[config.mk]
export PLATFORM = sky130hd
export DESIGN_NAME = ir_sensor_readout_flat
export DESIGN_NICKNAME = d
export VERILOG_FILES = /design/src/rtl/ir_readout_pkg.sv /design/src/rtl/ir_sensor_readout_if.sv /design/src/rtl/ir_readout_fifo.sv /design/src/rtl/ir_sensor_readout.sv /design/src/flat_wrapper.sv
export SDC_FILE = /design/constraint.sdc
export NUM_CORES = 1
export LEC_CHECK = 0
export CAP_MARGIN = 20
export CORE_MARGIN = 10
export CORE_UTILIZATION = 41
export CTS_CLUSTER_SIZE = 28
export DETAILED_ROUTE_END_ITERATION = 16
export DONT_BUFFER_PORTS = 1
export HOLD_SLACK_MARGIN = 0.03
export RECOVER_POWER = 50
export SLEW_MARGIN = 0
export SYNTH_ARGS = -nofsm -noshare
export SYNTH_HDL_FRONTEND = slang
export SYNTH_HIERARCHICAL = 1
export SYNTH_SLANG_ARGS = --single-unit
[constraint.sdc]
create_clock -name clk_clk -period 2.7 [get_ports clk_clk]
set_input_delay 0.135 -clock clk_clk [delete_from_list [all_inputs] [get_ports clk_clk]]
set_output_delay 0.135 -clock clk_clk [all_outputs]
set_load 0.005 [all_outputs]
[src/rtl/ir_readout_pkg.sv]
// ir_readout_pkg: shared types and constants for the IR sensor readout engine.
package ir_readout_pkg;

  // Largest supported pixel-sync to data delay, in pixel ticks.
  localparam int MAX_SAMPLE_DLY = 7;

  typedef enum logic [2:0] {
    IDLE,
    FSYNC,
    LSYNC,
    PIXELS,
    HBLANK,
    VBLANK
  } state_t;

  // Packet framing carried alongside each pixel through the delay line.
  typedef struct packed {
    logic sop;
    logic eop;
  } marker_t;

  // One delay-line slot: an empty slot has valid = 0.
  typedef struct packed {
    logic    valid;
    marker_t mk;
  } slot_t;

endpackage

[src/rtl/ir_sensor_readout_if.sv]
// ir_sensor_readout_if: Avalon-ST pixel stream (source = master, sink = slave).
interface ir_sensor_readout_if #(
  parameter int DATA_W = 8
);
  logic [DATA_W-1:0] out_data;
  logic              out_valid;
  logic              out_ready;
  logic              out_sop;
  logic              out_eop;

  modport master (output out_data, out_valid, out_sop, out_eop, input out_ready);
  modport slave  (input out_data, out_valid, out_sop, out_eop, output out_ready);
endinterface

[src/rtl/ir_readout_fifo.sv]
// ir_readout_fifo: synchronous show-ahead FIFO; head entry is visible while not empty.
// A write to a full FIFO is accepted when a read happens in the same cycle.
module ir_readout_fifo #(
  parameter int WIDTH = 10,
  parameter int DEPTH = 16
) (
  input  logic             clk,
  input  logic             rst_n,
  input  logic             wr_en,
  input  logic [WIDTH-1:0] wr_data,
  input  logic             rd_en,
  output logic [WIDTH-1:0] rd_data,
  output logic             full,
  output logic             empty
);
  localparam int AW = $clog2(DEPTH);

  logic [WIDTH-1:0] mem [DEPTH];
  logic [AW:0]      wr_ptr_q, wr_ptr_d, rd_ptr_q, rd_ptr_d;
  logic             do_wr, do_rd;

  assign empty   = (wr_ptr_q == rd_ptr_q);
  assign full    = (wr_ptr_q[AW] != rd_ptr_q[AW]) && (wr_ptr_q[AW-1:0] == rd_ptr_q[AW-1:0]);
  assign do_rd   = rd_en && !empty;
  assign do_wr   = wr_en && (!full || do_rd);
  // Force zero on an empty FIFO so the stream outputs never show stale data.
  assign rd_data = empty ? '0 : mem[rd_ptr_q[AW-1:0]];

  // Pointer update for accepted reads and writes.
  always_comb begin
    wr_ptr_d = wr_ptr_q;
    rd_ptr_d = rd_ptr_q;
    if (do_wr) wr_ptr_d = wr_ptr_q + 1'b1;
    if (do_rd) rd_ptr_d = rd_ptr_q + 1'b1;
  end

  // Pointer registers; reset empties the FIFO.
  always_ff @(posedge clk or negedge rst_n) begin
    if (!rst_n) begin
      wr_ptr_q <= '0;
      rd_ptr_q <= '0;
    end else begin
      wr_ptr_q <= wr_ptr_d;
      rd_ptr_q <= rd_ptr_d;
    end
  end

  // Storage array; contents need no reset because the pointers gate visibility.
  always_ff @(posedge clk) begin
    if (do_wr) mem[wr_ptr_q[AW-1:0]] <= wr_data;
  end
endmodule

[src/rtl/ir_sensor_readout.sv]
// ir_sensor_readout: IR focal-plane readout engine. Generates pixel clock and
// frame/line/pixel syncs, samples datain SAMPLE_DLY ticks after each pixel sync
// and streams one Avalon-ST packet per frame through an output FIFO.
// Optional feature macro: IR_READOUT_TESTPAT_EN adds a `testpat` input that
// replaces datain with a (row + col) test pattern.
module ir_sensor_readout
  import ir_readout_pkg::*;
#(
  parameter int DATA_W     = 8,
  parameter int COLS       = 320,
  parameter int ROWS       = 256,
  parameter int CLK_DIV    = 4,
  parameter int SAMPLE_DLY = 2,
  parameter int FS_LEN     = 4,
  parameter int LS_LEN     = 2,
  parameter int HB_LEN     = 8,
  parameter int VB_LEN     = 16,
  parameter int FIFO_DEPTH = 16
) (
  input  logic              clk_clk,
  input  logic              reset_reset_n,
  input  logic              enable,
  input  logic              cont_mode,
  input  logic              start,
  input  logic [DATA_W-1:0] datain,
`ifdef IR_READOUT_TESTPAT_EN
  input  logic              testpat,
`endif
  output logic              sensor_clk,
  output logic              fsync,
  output logic              lsync,
  output logic              psync,
  output logic              busy,
  output logic              overflow,
  output logic [15:0]       drop_cnt,
  output logic [15:0]       frame_cnt,
  ir_sensor_readout_if.master st
);
  localparam int DIV_W = $clog2(CLK_DIV);
  localparam int HALF  = CLK_DIV / 2;

  state_t            state_q, state_d;
  logic [DIV_W-1:0]  div_q, div_d;
  logic [15:0]       cnt_q, cnt_d, row_q, row_d, last_cnt;
  logic              fsync_q, lsync_q, psync_q, enable_q;
  logic              overflow_q, overflow_d;
  logic [15:0]       drop_cnt_q, drop_cnt_d, frame_cnt_q, frame_cnt_d;
  logic              run, tick, leave_idle, cap, drop, pipe_busy;
  slot_t             push_s, emerge_s;
  logic [DATA_W-1:0] cap_data;
  logic              fifo_full, fifo_empty;
  logic [DATA_W+1:0] fifo_rd;

  // The divider keeps running after IDLE is reached until the delay line drains.
  assign leave_idle = (state_q == IDLE) && enable && (cont_mode || start);
  assign run        = (state_q != IDLE) || pipe_busy;
  assign tick       = run && (div_q == DIV_W'(CLK_DIV - 1));
  assign sensor_clk = run && (div_q < DIV_W'(HALF));
  assign busy       = (state_q != IDLE);

  // Pixel-tick divider; restarts at zero whenever a frame is launched.
  always_comb begin
    div_d = div_q + DIV_W'(1);
    if (!run || tick || leave_idle) div_d = '0;
  end

  // Tick count for the current state.
  always_comb begin
    case (state_q)
      FSYNC:   last_cnt = 16'(FS_LEN - 1);
      LSYNC:   last_cnt = 16'(LS_LEN - 1);
      PIXELS:  last_cnt = 16'(COLS - 1);
      HBLANK:  last_cnt = 16'(HB_LEN - 1);
      VBLANK:  last_cnt = 16'(VB_LEN - 1);
      default: last_cnt = '0;
    endcase
  end

  // Frame sequencer: leaves IDLE immediately, otherwise advances on ticks only.
  always_comb begin
    state_d = state_q;
    cnt_d   = cnt_q;
    row_d   = row_q;
    if (state_q == IDLE) begin
      if (leave_idle) begin
        state_d = FSYNC;
        cnt_d   = '0;
        row_d   = '0;
      end
    end else if (tick) begin
      if (cnt_q == last_cnt) begin
        cnt_d = '0;
        case (state_q)
          FSYNC:  state_d = LSYNC;
          LSYNC:  state_d = PIXELS;
          PIXELS: state_d = HBLANK;
          HBLANK: begin
            if (row_q < 16'(ROWS - 1)) begin
              state_d = LSYNC;
              row_d   = row_q + 16'd1;
            end else begin
              state_d = VBLANK;
            end
          end
          VBLANK: begin
            state_d = (enable && cont_mode) ? FSYNC : IDLE;
            row_d   = '0;
          end
          default: state_d = IDLE;
        endcase
      end else begin
        cnt_d = cnt_q + 16'd1;
      end
    end
  end

  // Marker pushed on every PIXELS tick, tagged with packet framing.
  always_comb begin
    push_s        = '0;
    push_s.valid  = (state_q == PIXELS);
    push_s.mk.sop = (row_q == 16'd0) && (cnt_q == 16'd0);
    push_s.mk.eop = (row_q == 16'(ROWS - 1)) && (cnt_q == 16'(COLS - 1));
  end

  generate
    if (SAMPLE_DLY == 0) begin : g_no_dly
      assign emerge_s  = push_s;
      assign pipe_busy = 1'b0;
    end else begin : g_dly
      slot_t pipe_q [SAMPLE_DLY];
      slot_t pipe_d [SAMPLE_DLY];
      for (genvar gi = 0; gi < SAMPLE_DLY; gi++) begin : g_stage
        if (gi == 0) begin : g_head
          assign pipe_d[gi] = tick ? push_s : pipe_q[gi];
        end else begin : g_body
          assign pipe_d[gi] = tick ? pipe_q[gi-1] : pipe_q[gi];
        end
        // One delay-line slot, advancing once per pixel tick.
        always_ff @(posedge clk_clk or negedge reset_reset_n) begin
          if (!reset_reset_n) pipe_q[gi] <= '0;
          else                pipe_q[gi] <= pipe_d[gi];
        end
      end
      assign emerge_s = pipe_q[SAMPLE_DLY-1];
      // Any occupied slot keeps the sampler alive.
      always_comb begin
        pipe_busy = 1'b0;
        for (int i = 0; i < SAMPLE_DLY; i++) pipe_busy = pipe_busy | pipe_q[i].valid;
      end
    end
  endgenerate

  assign cap  = tick && emerge_s.valid;
  assign drop = cap && fifo_full && !st.out_ready;

`ifdef IR_READOUT_TESTPAT_EN
  logic [15:0]       pat_row_q, pat_row_d, pat_col_q, pat_col_d, base_row, base_col;
  logic [DATA_W-1:0] pat_val;

  // Coordinate tracker following the pixels as they leave the delay line.
  always_comb begin
    base_row  = emerge_s.mk.sop ? 16'd0 : pat_row_q;
    base_col  = emerge_s.mk.sop ? 16'd0 : pat_col_q;
    pat_val   = DATA_W'(base_row + base_col);
    pat_row_d = pat_row_q;
    pat_col_d = pat_col_q;
    if (cap) begin
      if (base_col == 16'(COLS - 1)) begin
        pat_col_d = '0;
        pat_row_d = base_row + 16'd1;
      end else begin
        pat_col_d = base_col + 16'd1;
        pat_row_d = base_row;
      end
    end
  end

  // Test-pattern coordinate registers.
  always_ff @(posedge clk_clk or negedge reset_reset_n) begin
    if (!reset_reset_n) begin
      pat_row_q <= '0;
      pat_col_q <= '0;
    end else begin
      pat_row_q <= pat_row_d;
      pat_col_q <= pat_col_d;
    end
  end

  assign cap_data = testpat ? pat_val : datain;
`else
  assign cap_data = datain;
`endif

  ir_readout_fifo #(
    .WIDTH (DATA_W + 2),
    .DEPTH (FIFO_DEPTH)
  ) u_fifo (
    .clk     (clk_clk),
    .rst_n   (reset_reset_n),
    .wr_en   (cap),
    .wr_data ({emerge_s.mk.eop, emerge_s.mk.sop, cap_data}),
    .rd_en   (st.out_ready),
    .rd_data (fifo_rd),
    .full    (fifo_full),
    .empty   (fifo_empty)
  );

  assign st.out_data  = fifo_rd[DATA_W-1:0];
  assign st.out_sop   = fifo_rd[DATA_W];
  assign st.out_eop   = fifo_rd[DATA_W+1];
  assign st.out_valid = !fifo_empty;

  // Drop statistics (cleared on enable rising) and completed-frame counter.
  always_comb begin
    overflow_d  = overflow_q;
    drop_cnt_d  = drop_cnt_q;
    frame_cnt_d = frame_cnt_q;
    if (enable && !enable_q) begin
      overflow_d = 1'b0;
      drop_cnt_d = '0;
    end else if (drop) begin
      overflow_d = 1'b1;
      if (drop_cnt_q != 16'hFFFF) drop_cnt_d = drop_cnt_q + 16'd1;
    end
    if (cap && emerge_s.mk.eop) frame_cnt_d = frame_cnt_q + 16'd1;
  end

  // State, divider, registered syncs and status registers.
  always_ff @(posedge clk_clk or negedge reset_reset_n) begin
    if (!reset_reset_n) begin
      state_q     <= IDLE;
      div_q       <= '0;
      cnt_q       <= '0;
      row_q       <= '0;
      fsync_q     <= 1'b0;
      lsync_q     <= 1'b0;
      psync_q     <= 1'b0;
      enable_q    <= 1'b0;
      overflow_q  <= 1'b0;
      drop_cnt_q  <= '0;
      frame_cnt_q <= '0;
    end else begin
      state_q     <= state_d;
      div_q       <= div_d;
      cnt_q       <= cnt_d;
      row_q       <= row_d;
      fsync_q     <= (state_d == FSYNC);
      lsync_q     <= (state_d == LSYNC);
      psync_q     <= (state_d == PIXELS);
      enable_q    <= enable;
      overflow_q  <= overflow_d;
      drop_cnt_q  <= drop_cnt_d;
      frame_cnt_q <= frame_cnt_d;
    end
  end

  assign fsync     = fsync_q;
  assign lsync     = lsync_q;
  assign psync     = psync_q;
  assign overflow  = overflow_q;
  assign drop_cnt  = drop_cnt_q;
  assign frame_cnt = frame_cnt_q;
endmodule

[src/flat_wrapper.sv]
// flat-port wrapper written by rule: the top's interface ports become plain ports
module ir_sensor_readout_flat import ir_readout_pkg::*;
#(
  parameter int DATA_W     = 8,
  parameter int COLS       = 320,
  parameter int ROWS       = 256,
  parameter int CLK_DIV    = 4,
  parameter int SAMPLE_DLY = 2,
  parameter int FS_LEN     = 4,
  parameter int LS_LEN     = 2,
  parameter int HB_LEN     = 8,
  parameter int VB_LEN     = 16,
  parameter int FIFO_DEPTH = 16
)
  (clk_clk, reset_reset_n, enable, cont_mode, start, datain, sensor_clk, fsync, lsync, psync, busy, overflow, drop_cnt, frame_cnt, st_out_data, st_out_valid, st_out_sop, st_out_eop, st_out_ready);
  ir_sensor_readout_if #(.DATA_W(DATA_W)) st_i ();
  input  logic clk_clk;
  input  logic reset_reset_n;
  input  logic enable;
  input  logic cont_mode;
  input  logic start;
  input  logic [DATA_W-1:0] datain;
  output logic sensor_clk;
  output logic fsync;
  output logic lsync;
  output logic psync;
  output logic busy;
  output logic overflow;
  output logic [15:0] drop_cnt;
  output logic [15:0] frame_cnt;
  output wire logic [$bits(st_i.out_data)-1:0] st_out_data;
  output wire logic [$bits(st_i.out_valid)-1:0] st_out_valid;
  output wire logic [$bits(st_i.out_sop)-1:0] st_out_sop;
  output wire logic [$bits(st_i.out_eop)-1:0] st_out_eop;
  input wire logic [$bits(st_i.out_ready)-1:0] st_out_ready;
  assign st_out_data = st_i.out_data;
  assign st_out_valid = st_i.out_valid;
  assign st_out_sop = st_i.out_sop;
  assign st_out_eop = st_i.out_eop;
  assign st_i.out_ready = st_out_ready;
  ir_sensor_readout #(.DATA_W(DATA_W), .COLS(COLS), .ROWS(ROWS), .CLK_DIV(CLK_DIV), .SAMPLE_DLY(SAMPLE_DLY), .FS_LEN(FS_LEN), .LS_LEN(LS_LEN), .HB_LEN(HB_LEN), .VB_LEN(VB_LEN), .FIFO_DEPTH(FIFO_DEPTH)) u_core (.clk_clk(clk_clk), .reset_reset_n(reset_reset_n), .enable(enable), .cont_mode(cont_mode), .start(start), .datain(datain), .sensor_clk(sensor_clk), .fsync(fsync), .lsync(lsync), .psync(psync), .busy(busy), .overflow(overflow), .drop_cnt(drop_cnt), .frame_cnt(frame_cnt), .st(st_i));
endmodule
## Yosys cells after proc, flatten, opt, wreduce, memory -nomap -nowiden

Memories as Yosys holds them, arrays and structs flattened.
Cells that the tools add are included.

| storage, ports and cells | value |
|---|---|
| register bits after elaboration | 90 |
| RAM bits | 160 |
| input port bits | 14 |
| output and inout port bits | 49 |
| logic and storage cells | 111 |
| memories | 1 |

Memories:

| memory | depth | width | rd ports | clocked after Yosys merged registers in | write ports | line | source |
|---|---|---|---|---|---|---|---|
| u_core.u_fifo.mem | 16 | 10 | 1 | 0 | 1 | ir_readout_fifo.sv:18 | `logic [WIDTH-1:0] mem [DEPTH];` |

| cells by class | value |
|---|---|
| add/sub/neg operators | 7 |
| $lt $le $gt $ge | 2 |
| equality and inequality tests | 18 |
| muxes and demuxes | 26 |
| bitwise gates (word level) | 1 |
| reductions and logical operators | 37 |

Operators by type and width:

| kind | count |
|---|---|
| two-way mux 16 bit | 11 |
| adder 16 x 1 -> 16 bit (second input constant) | 4 |
| one-hot mux 9 bit (5 select lines) | 1 |
| logical NOT 16 bit | 2 |
| one-hot mux 16 bit (2 select lines) | 1 |
| equality test 16 x 8 -> 1 bit (second input constant) | 1 |
| equality test 16 x 9 -> 1 bit | 1 |
| equality test 16 x 9 -> 1 bit (second input constant) | 1 |
| less-than comparator 16 x 8 -> 1 bit (second input constant) | 1 |
| != test 16 bit (second input constant) | 1 |
| logical AND 1 bit | 15 |
| two-way mux 3 bit | 5 |
| one-hot mux 3 bit (5 select lines) | 1 |
| equality test 3 x 2 -> 1 bit (second input constant) | 4 |
| adder 5 x 1 -> 5 bit (second input constant) | 2 |
| two-way mux 10 bit | 1 |
| nonzero test 2 bit | 4 |
| equality test 3 x 1 -> 1 bit (second input constant) | 2 |
| equality test 3 bit (second input constant) | 2 |
| nonzero test 3 bit | 2 |
| equality test 5 bit | 1 |
| logical NOT 1 bit | 5 |
| logical OR 1 bit | 5 |
| two-way mux 1 bit | 5 |
| other kinds (12) | 13 |

## Logic depth before layout (Yosys ltp)

Gate-level depths: netlist of the first run.

| logic depth | value |
|---|---|
| word-level depth | 8 |
| mapped depth | 11 |
| depth with buffers taken out | 9 |

## Modules after synthesis

The synthesis of the first run kept the hierarchy.

Modules (own cells, without submodules):

| module | instances | cells an instance | area each (um^2) | seq. area each (um^2) |
|---|---|---|---|---|
| ir_readout_fifo | 1 | 320 | 6,862.8 | 5,054.8 |
| ir_sensor_readout | 1 | 424 | 4,165.2 | 2,001.9 |

## Least setup slack after synthesis of the first run

No wires, ideal clock.

| timing path | value |
|---|---|
| path kind | register to register |
| from | register u_core.u_fifo.rd_ptr_q[0] |
| to | register u_core.drop_cnt_q[9] (netlist: u_core/drop_cnt[9]) |
| setup time | 78 ps |
| data arrival time | 2,181 ps |
| data required time | 2,622 ps |
| slack | 442 ps |
| stages on the path, launching flop included | 11 |
| buffers on the path | 2 |
| clock period less this slack | 2,258 ps |
| path through | dfrtp_1 -> buf_6 -> xnor2_4 -> nand4_4 -> nor2_1 -> and3b_1 -> o31ai_4 -> or3_1 -> buf_2 -> or3_1 -> a21oi_1 |

| between the ends | value |
|---|---|
| cells in the longest elaborated chain, start to end | 6 |

RTL lines:

| element | line | source |
|---|---|---|
| from (decl) | ir_readout_fifo.sv:19 | `logic [AW:0] wr_ptr_q, wr_ptr_d, rd_ptr_q, rd_ptr_d;` |
| from (signal assigned) | ir_readout_fifo.sv:44 | `rd_ptr_q <= rd_ptr_d;` |
| equality test 4 bit | ir_readout_fifo.sv:23 | `assign full = (wr_ptr_q[AW] != rd_ptr_q[AW]) && (wr_ptr_q[AW-1:0] == rd_ptr_q[AW-1:0]);` |
| logical AND 1 bit | ir_readout_fifo.sv:23 |  |
| via u_core.fifo_full | ir_sensor_readout.sv:51 | `logic fifo_full, fifo_empty;` |
| logical AND 1 bit (2 in a row) | ir_sensor_readout.sv:154 | `assign drop = cap && fifo_full && !st.out_ready;` |
| nonzero test 2 bit (no line) | -- |  |
| AND reduction 2 bit (no line) | -- |  |
| to (signal assigned) | ir_sensor_readout.sv:252 | `drop_cnt_q <= drop_cnt_d;` |
| to (decl) | ir_sensor_readout.sv:47 | `logic [15:0] drop_cnt_q, drop_cnt_d, frame_cnt_q, frame_cnt_d;` |

The timed path passes the listed nets, and every way through them passes these cells.
A chain may end at the register's enable or synchronous reset.

## Worst setup path after layout of the first run

| timing path | value |
|---|---|
| from | register u_core.u_fifo.rd_ptr_q[0] |
| to | output st_out_sop |

| between the ends | value |
|---|---|
| cells in the longest elaborated chain, start to end | 2 |
| elaborated cells between the ends (all ways) | 3 |
| those cells by class | eq/ne (1); mux (1); memory (1) |

RTL lines:

| element | line | source |
|---|---|---|
| memory (16 x 10 bit) or equality test 5 bit (tied branches) | -- |  |
| two-way mux 10 bit * | ir_readout_fifo.sv:27 | `assign rd_data = empty ? '0 : mem[rd_ptr_q[AW-1:0]];` |
| to (decl) | flat_wrapper.sv:33 | `output wire logic [$bits(st_i.out_sop)-1:0] st_out_sop;` |

Mark *: on every way between the ends. The rest lies on a longest branch, timed or not.

==> out/qor.txt, run 1 <==
======================================================================================
Initial antenna violation count                                                      0
Post-Synthesis Net Count                                                           770
Top routing layer in use                                                          met4
Fraction of layout cells with a size suffix above 1                              16.4%
Final hold vios                                                                      0
Clock Tree Root                                                           sky130_fd_sc_hd__clkbuf_16
Cell chain of the critical path                                           buf_12, mux4_1, a22oi_1, a21oi_1
Global placement routability congestion                                          0.854
Drt via density                                                                   5.57
Clock Pin Slew Worst Setup and Hold Paths                                      0.06 ns
Maximum number of pins on one net before global-route repair                        91
Antenna viol nets, final                                                             0
Max Transition Viols Final                                                           0
CORE AREA                                                                  26,300 um^2
Maximum single-stage delay on the critical path                                0.61 ns
Die outline height                                                              184 um
Power density over the cells                                               900 nW/um^2
HP Class                                                                        in2reg
Multi-input gate area in the final layout                                    3680 um^2
Initial Util                                                                     42.0%
Overall Power                                                                11,100 uW
Placed wire-length estimate                                                  14,800 um
Number of vias in the routed layout                                              6,274
Chip width                                                                      184 um
Min Hold Slack                                                               0.0678 ns
H-tree depth                                                                         1
Max Cap Viol                                                                         0
Clock buffer count from CTS                                                         27
Net count reported at finish                                                       797
Mean instance size in the synthesized netlist                                14.8 um^2
Synthesis warning total                                                              6
Prevailing post-synth register cell                                       sky130_fd_sc_hd__edfxtp_1
Register bit total from synthesis                                                  250
Top cells by area in the synthesized netlist                              sky130_fd_sc_hd__edfxtp_1, sky130_fd_sc_hd__dfrtp_1, sky130_fd_sc_hd__mux4_2
Clock sink count                                                                   250
Routed wl met2                                                               11,300 um
Largest delay contributor family on the critical path                     multiplexers
Post-synthesis async set-or-reset flop share                                     36.0%
Crit path buf inv count                                                              1
Post-synthesis cell area                                                   11,000 um^2
Number of synthesized flops with an enable pin                                     160
IO Pins                                                                             63
Number of iterations in the first detailed-routing pass                              5
Final setup violation count                                                          0
Worst VDD drop                                                                  532 uV
Crit end category                                                           output pin
Arr. time, crit path                                                           2.43 ns
Count of buffers inserted at the top-level ports                                     0
Initial detailed-routing violation count                                           429
Sequential standard cell area                                                7060 um^2
Clock tree from TritonCTS                                                        built
DIE AREA                                                                   33,900 um^2
Area fraction of the dominant cell type after synthesis                          43.6%
Cell type with the largest total area after synthesis                     sky130_fd_sc_hd__edfxtp_1
Routed metal-1 wire length                                                     9710 um
Clock latency on the worst-skew pair                                           0.54 ns
Transition at the pin with the smallest max-transition slack                  0.639 ns
Critical path type                                                             reg2out
Final clock skew                                                            0.00719 ns
Number of global-route vias before repair                                        6,667
Syn-to-layout area delta                                                         11.9%
Static leakage power                                                        0.00461 uW
Number of filler instances in the final layout                                   2,280
Sum Neg Setup Slack                                                               0 ns
Result of the run                                                            completed
Crit-path max FO                                                                    43
Setup repair after global routing missed its margin                              false
Share of the yosys chip area belonging to registers                              64.0%
Clock tree buffer depth                                                              3
Library cell contributing the largest single delay on the critical path   sky130_fd_sc_hd__mux4_1
Worst EP required                                                              2.57 ns
Number of library cell types mapped by synthesis                                    74
WL per Instance                                                                20.1 um
Global-route wire length before repair                                       37,100 um
Post-layout util                                                                 47.0%
Metal3 WL                                                                      1190 um
GR Overflow Total                                                                    0
Aggregate global-route resource usage                                            13.6%
Clock period minus worst slack                                                 2.56 ns
Relative slew slack                                                              57.2%
Post-detailed-route DRC marker count                                                 0
Mapped Cells                                                                       744
Row count                                                                           59
Ratio of final minimum period to clock period                                    95.0%
Timing-limited maximum frequency                                               390 MHz
Total Wirelength                                                             22,600 um
Launching element type of the critical path                                  flip-flop
======================================================================================
==> worst reg2reg max path, delay by kind of cell (launching register included) <==
family	cells	cell delay, ns
flops	1	0.45
buf+inv	2	0.32
simple gates	5	1.42
compound gates	1	0.15
==> sequential cells by signal, indices dropped and copies added (netlist names), 3 cells and up <==
register and cells:
u_core/emerge_s 3, u_core/u_fifo/mem 160, u_core/state_q 3, u_core/drop_cnt 16, u_core/frame_cnt 16, u_core/g_dly.pipe_q 3, u_core/u_fifo/wr_ptr_q 5, u_core/row_q 16
u_core/cnt_q 16, u_core/u_fifo/rd_ptr_q 5
==> cell families (layout without fill, tap and decap cells) <==
family | after synthesis | in the layout | synth area share [%]
other cells | 0 | 1 | 0
compound gates | 102 | 102 | 6.94
xor+xnor | 51 | 51 | 4.59
flops | 250 | 250 | 64.0
mux | 51 | 51 | 9.46
simple gates | 229 | 229 | 10.9
fa+ha+maj | 12 | 12 | 1.36
buf+inv | 49 | 96 | 2.71
==> power breakdown <==
group | internal, uW | leakage [uW] | switching (uW)
Clock | 1930 | 0.000410 | 1460
Combinational | 1350 | 0.00154 | 1660
Sequential | 4360 | 0.00267 | 354
==> cells in the mapped netlist (8+ instances only) <==
cell type	count
sky130_fd_sc_hd__o21ai_0	22
sky130_fd_sc_hd__nand2_1	44
sky130_fd_sc_hd__inv_1	14
sky130_fd_sc_hd__mux4_2	33
sky130_fd_sc_hd__xnor2_1	24
sky130_fd_sc_hd__nand3_1	19
sky130_fd_sc_hd__nor2b_1	8
sky130_fd_sc_hd__xor2_1	22
sky130_fd_sc_hd__edfxtp_1	160
sky130_fd_sc_hd__a21oi_1	20
sky130_fd_sc_hd__buf_2	9
sky130_fd_sc_hd__dfrtp_1	90
sky130_fd_sc_hd__a22oi_1	21
sky130_fd_sc_hd__nand4_1	15
sky130_fd_sc_hd__nor3_1	10
sky130_fd_sc_hd__ha_1	12
sky130_fd_sc_hd__clkbuf_1	9
sky130_fd_sc_hd__and3_1	26
sky130_fd_sc_hd__nor2_1	64
==> what timing repair did <==
action                                  4_1_cts  5_1_grt
hold buffers                                 12        0
hold endpoints to repair                    237        0
endpoints found under the setup margin        0        2
gates resized for setup                       0        1
setup buffers                                 0        0
==> path summary, 6_finish.rpt <==
kind	start	endpoint	slack (ns)	cells past startpoint
hold / removal	cont_mode	u_core/div_q[0]	0.07	3
min in group asynchronous	reset_reset_n	u_core/psync	0.13	2
setup reg to reg	u_core/state_q[2]	u_core/cnt_q[13]	0.22	8
hold reg to reg	u_core/g_dly.pipe_q[3]	u_core/g_dly.pipe_q[3]	0.49	2
max in group asynchronous	reset_reset_n	u_core/u_fifo/rd_ptr_q[0]	2.14	2
setup / recovery	u_core/u_fifo/rd_ptr_q[0]	st_out_sop	0.14	4
==> routing by layer <==
| layer | vias to the layer above | track usage, % |
|---|---|---|
| met3 | 27 | 2.98 |
| met4 | 0 | 3.77 |
| met1 | 3226 | 17.3 |
| met2 | 133 | 23.0 |
| li1 | 2888 | - |
| met5 | - | 0 |
==> layout by cell type (no fill, tap or decap), types with 19 or more instances in the layout <==
cell,Yosys,layout
sky130_fd_sc_hd__edfxtp_1,160,160
sky130_fd_sc_hd__dfrtp_1,90,89
sky130_fd_sc_hd__nor2_1,64,64
sky130_fd_sc_hd__nand2_1,44,44
sky130_fd_sc_hd__mux4_2,33,33
sky130_fd_sc_hd__clkbuf_16,0,27
sky130_fd_sc_hd__and3_1,26,26
sky130_fd_sc_hd__xnor2_1,24,24
sky130_fd_sc_hd__o21ai_0,22,22
sky130_fd_sc_hd__xor2_1,22,22
sky130_fd_sc_hd__a22oi_1,21,21
sky130_fd_sc_hd__a21oi_1,20,20
sky130_fd_sc_hd__nand3_1,19,19
sky130_fd_sc_hd__buf_4,5,19
==> stage by stage <==
| stage | setup WS, ns | instances | instance area [um^2] |
|---|---|---|---|
| floorplan | 0.442 | 744 | 11000 |
| global placement | 0.279 | 1064 | 11400 |
| detailed placement | 0.181 | 1064 | 11400 |
| CTS | 0.0536 | 1125 | 12300 |
| global route | 0.00580 | 1126 | 12300 |
| finish | 0.136 | 1127 | 12300 |
==> cell type report <==
cell class              count  share of cell area (%)
clock buffers              35                    5.96
diodes                      1                  0.0203
multi-input cells         445                    29.8
repair buffers             32                    2.43
flip-flops and latches    250                    57.2
well taps                 335                    3.40
clock inverters            14                   0.700
inverters                  15                   0.456
Note: power is estimated with default switching activity, not from simulation.
==> run 2: changes to the inputs <==
Settings changed: CORE_UTILIZATION 41 to 55, PLACE_DENSITY set to 0.73, SYNTH_HIERARCHICAL 1 to not set.
Clock period 2.7 ns to 2.3 ns, I/O delays scaled along.
==> run 2 against run 1 <==
Net effect: the run now ends with negative setup slack left; non-clock buffer count grew 85; via count grew 7.3%; first-iteration DRC count increased by 16%; hold slack better by 0.098 ns; critical path depth grew 1; clock-buffer cell count is 5 lower; register-to-register slack got worse by 0.50 ns; total power up 10%; sequential power rose by 6.2%.
==> out/qor.txt, run 2 <==
======================================================================================
H-tree depth                                                                         1   unchanged
Crit-path max FO                                                                     6   -86%
Worst EP required                                                              2.18 ns   -0.39 ns
Mean instance size in the synthesized netlist                                14.8 um^2   -0.49%
Metal3 WL                                                                      2110 um   +77%
Sum Neg Setup Slack                                                          -12.04 ns   -12.04 ns
Initial antenna violation count                                                      0   unchanged
Final clock skew                                                            0.00993 ns   +0.00274 ns
Fraction of layout cells with a size suffix above 1                              33.8%   +17 points
Post-synthesis async set-or-reset flop share                                     36.0%   unchanged
Worst hold path endpoint                                                  u_core.u_fifo.wr_ptr_q[0]
Routed metal-1 wire length                                                    10000 um   +3.0%
CORE AREA                                                                  19,300 um^2   -26%
Synthesis warning total                                                              0   -6
Library cell contributing the largest single delay on the critical path   sky130_fd_sc_hd__mux4_2
Global-route wire length before repair                                       39,200 um   +5.8%
Clock Pin Slew Worst Setup and Hold Paths                                      0.06 ns   about the same
Number of global-route vias before repair                                        6,902   +3.5%
Initial detailed-routing violation count                                           498   +16%
Antenna viol nets, final                                                             0   unchanged
Row count                                                                           51   -14%
Most used standard cell by instance count after synthesis                 sky130_fd_sc_hd__edfxtp_1
Cell chain of the critical path                                           buf_12, buf_16, mux4_2, mux4_2, nor2b_4
Worst VDD drop                                                                  641 uV   +21%
Number of vias in the routed layout                                              6,729   +7.3%
Area after detailed placement                                              11,600 um^2   +1.7%
Top routing layer in use                                                          met4
Sequential standard cell area                                                7060 um^2   about the same
Count of buffers inserted at the top-level ports                                     0   unchanged
Drt via density                                                                   5.98   +7.3%
Clock Tree Root                                                           sky130_fd_sc_hd__clkbuf_16
Clock tree buffer depth                                                              3   unchanged
Max Cap Viol                                                                         0   unchanged
Commonest cells in the synthesized netlist                                sky130_fd_sc_hd__edfxtp_1, sky130_fd_sc_hd__dfrtp_1, sky130_fd_sc_hd__nor2_1
Initial Util                                                                     55.6%   +14 points
DIE AREA                                                                   25,500 um^2   -25%
Chip width                                                                      160 um   -13%
Number of synthesized flops with an enable pin                                     160   unchanged
Crit path buf inv count                                                              2   +1
Critical path type                                                             reg2out
Timing-limited maximum frequency                                               387 MHz
Max FFs per register                                                               160   unchanged
Hold Crit Start                                                           st_out_ready
Top cells by area in the synthesized netlist                              sky130_fd_sc_hd__edfxtp_1, sky130_fd_sc_hd__dfrtp_1, sky130_fd_sc_hd__mux4_2
Aggregate global-route resource usage                                            19.3%   +5.6 points
Static leakage power                                                        0.00518 uW   +12%
Launching element type of the critical path                                  flip-flop
HP Class                                                                        in2reg
Largest delay contributor family on the critical path                     multiplexers
Maximum number of pins on one net before global-route repair                        91   unchanged
Clock tree from TritonCTS                                                        built
Number of library cell types mapped by synthesis                                    59   -20%
Cell type with the largest total area after synthesis                     sky130_fd_sc_hd__edfxtp_1
Final hold vios                                                                      0   unchanged
Number of iterations in the first detailed-routing pass                              4   -1
Transition at the pin with the smallest max-transition slack                   1.22 ns   +0.581 ns
Post-synthesis cell area                                                   10,800 um^2   -2.5%
Crit end category                                                           output pin
Minimum setup slack among reg-to-reg paths                                    -0.28 ns   -0.50 ns
Clock sink count                                                                   250   unchanged
Net count reported at finish                                                       868   +8.9%
Placed wire-length estimate                                                  14,700 um   -0.86%
Prevailing post-synth register cell                                       sky130_fd_sc_hd__edfxtp_1
Number of filler instances in the final layout                                   1,220   -46%
Post-detailed-route DRC marker count                                                 0   unchanged
Routed wl met2                                                               13,500 um   +19%
Clock period minus worst slack                                                 2.58 ns
Final setup violation count                                                        114   +114
Most used cell, CP                                                        sky130_fd_sc_hd__mux4_2
Relative slew slack                                                              18.6%   -39 points
Critical Path Stages                                                                 5   +1
Share of the yosys chip area belonging to registers                              65.6%   +1.6 points
Startpoint of the most critical register-to-register path                 u_core.state_q[2]
Post-route design area                                                     13,500 um^2   +9.5%
Maximum single-stage delay on the critical path                                0.55 ns   -0.06 ns
Mapped Cells                                                                       729   -2.0%
GR Overflow Total                                                                    0   unchanged
Setup repair after global routing missed its margin                               true
IO Pins                                                                             63   unchanged
WL per Instance                                                                23.2 um   +16%
Post-Synthesis Net Count                                                           755   -1.9%
Max Transition Viols Final                                                           0   unchanged
Arr. time, crit path                                                           2.47 ns   +0.04 ns
Clock latency on the worst-skew pair                                           0.52 ns   -0.02 ns
Number of cells traversed by the worst hold path                                     4   +1
Total Wirelength                                                             26,200 um   +16%
Clock buffer count from CTS                                                         25   -7.4%
Global placement routability congestion                                          0.855   +0.16%
Syn-to-layout area delta                                                         25.6%
Multi-input gate area in the final layout                                    4010 um^2   +9.0%
Die outline height                                                              160 um   -13%
Most common cell after layout, fill and taps aside                        sky130_fd_sc_hd__edfxtp_1
Endpoint of the most critical register-to-register path                   u_core.row_q[4]
Violated checks                                                           negative setup slack
Final setup slack of the worst path                                          -0.283 ns   -0.419 ns
Worst-case reg-to-reg path depth                                                     9   +1
Result of the run                                                         complete, but fails checks
Ratio of final minimum period to clock period                                     112%
Power density over the cells                                               906 nW/um^2   +0.63%
Area fraction of the dominant cell type after synthesis                          44.7%   +1.1 points
Register bit total from synthesis                                                  250   unchanged
N_diodes                                                                             0   -1
Commonest cells after routing, fill and taps aside                        sky130_fd_sc_hd__edfxtp_1, sky130_fd_sc_hd__dfrtp_1, sky130_fd_sc_hd__buf_4
======================================================================================
==> run 2: cell count changes in the layout (fill, tap and decap cells not counted), moves of 6 or more <==
cell                       previous run  this run
sky130_fd_sc_hd__a21oi_1             20         5
sky130_fd_sc_hd__nor2b_4              0        11
sky130_fd_sc_hd__buf_12               1        10
sky130_fd_sc_hd__nor2_4               2         8
sky130_fd_sc_hd__and3_1              26         9
sky130_fd_sc_hd__buf_6                0        16
sky130_fd_sc_hd__buf_4               19        68
sky130_fd_sc_hd__mux4_2              33        50
sky130_fd_sc_hd__a22oi_1             21         0
sky130_fd_sc_hd__and2_4               0         9
sky130_fd_sc_hd__nor2_1              64        50
sky130_fd_sc_hd__nand2b_1             1         8
sky130_fd_sc_hd__mux4_1               7         0
==> run 2: area by class of cell <==
class | count | area share (%)
sequential | 250 | 52.3
timing repair buffer | 117 | 9.08
clock buffer | 30 | 4.92
multi-input combinational | 429 | 29.7
inverter | 19 | 0.528
clock inverter | 16 | 1.03
tap | 265 | 2.45
==> run 2: tightest hold or removal path: cells and delay by family <==
kind                   cells  cell delay [ns]
buffers and inverters      1             0.20
XOR/XNOR                   1             0.07
AND/OR/NAND/NOR            2             0.25
==> run 2: worst max path at each step <==
stage	start	end
after floorplan	u_core.state_q[2]	u_core.row_q[5]
after global placement	u_core.state_q[2]	u_core.row_q[9]
after detailed placement	u_core.state_q[2]	u_core.row_q[2]
after CTS	u_core.u_fifo.rd_ptr_q[0]	st_out_data[1]
after global routing	u_core.u_fifo.rd_ptr_q[0]	st_out_data[1]
final	u_core.u_fifo.rd_ptr_q[0]	st_out_data[1]
==> run 2: repair_timing <==
item                                    in CTS  in global routing
gates resized for setup                     55                100
pin swaps                                    9                 35
endpoints found under the setup margin      24                125
endpoints found under the hold margin      234                  0
hold buffers                                14                  0
setup buffers                               13                 16
gates cloned                                 7                  2
==> run 2: logic make-up after synthesis <==
logic type	after synthesis	synth area share (%)
flip-flops	250	65.6
AND/OR/NAND/NOR	239	11.4
AO/OA/AOI/OAI	68	4.19
multiplexers	58	11.3
XOR/XNOR	51	4.15
buffers and inverters	51	1.92
adder cells (fa/ha/maj)	12	1.40
==> run 2: power breakdown <==
group	total, uW	switching, uW	internal, uW
clock	3960	1670	2290
sequential	5000	105	4900
combinational	3280	1490	1790
==> run 2: through the flow <==
stage / cells / power, uW / setup slack (ns) / utilization [%] / hold slack [ns]
finish: 1126 / 12200 / -0.283 / 69.9 / 0.166
global placement: 1031 / 7370 / -0.000714 / 59.8 / -0.178
detailed placement: 1031 / 7430 / -0.145 / 59.8 / -0.178
CTS: 1110 / 12300 / -0.300 / 67.3 / 0.160
floorplan: 729 / 6820 / -0.00248 / - / -0.181
global route: 1126 / 12700 / -0.341 / 69.9 / 0.183
==> run 2: layer usage <==
metal	vias up	global-route usage, %
met5	-	0
met4	0	4.88
met3	48	4.19
met2	292	33.0
met1	3423	24.4
li1	2966	-
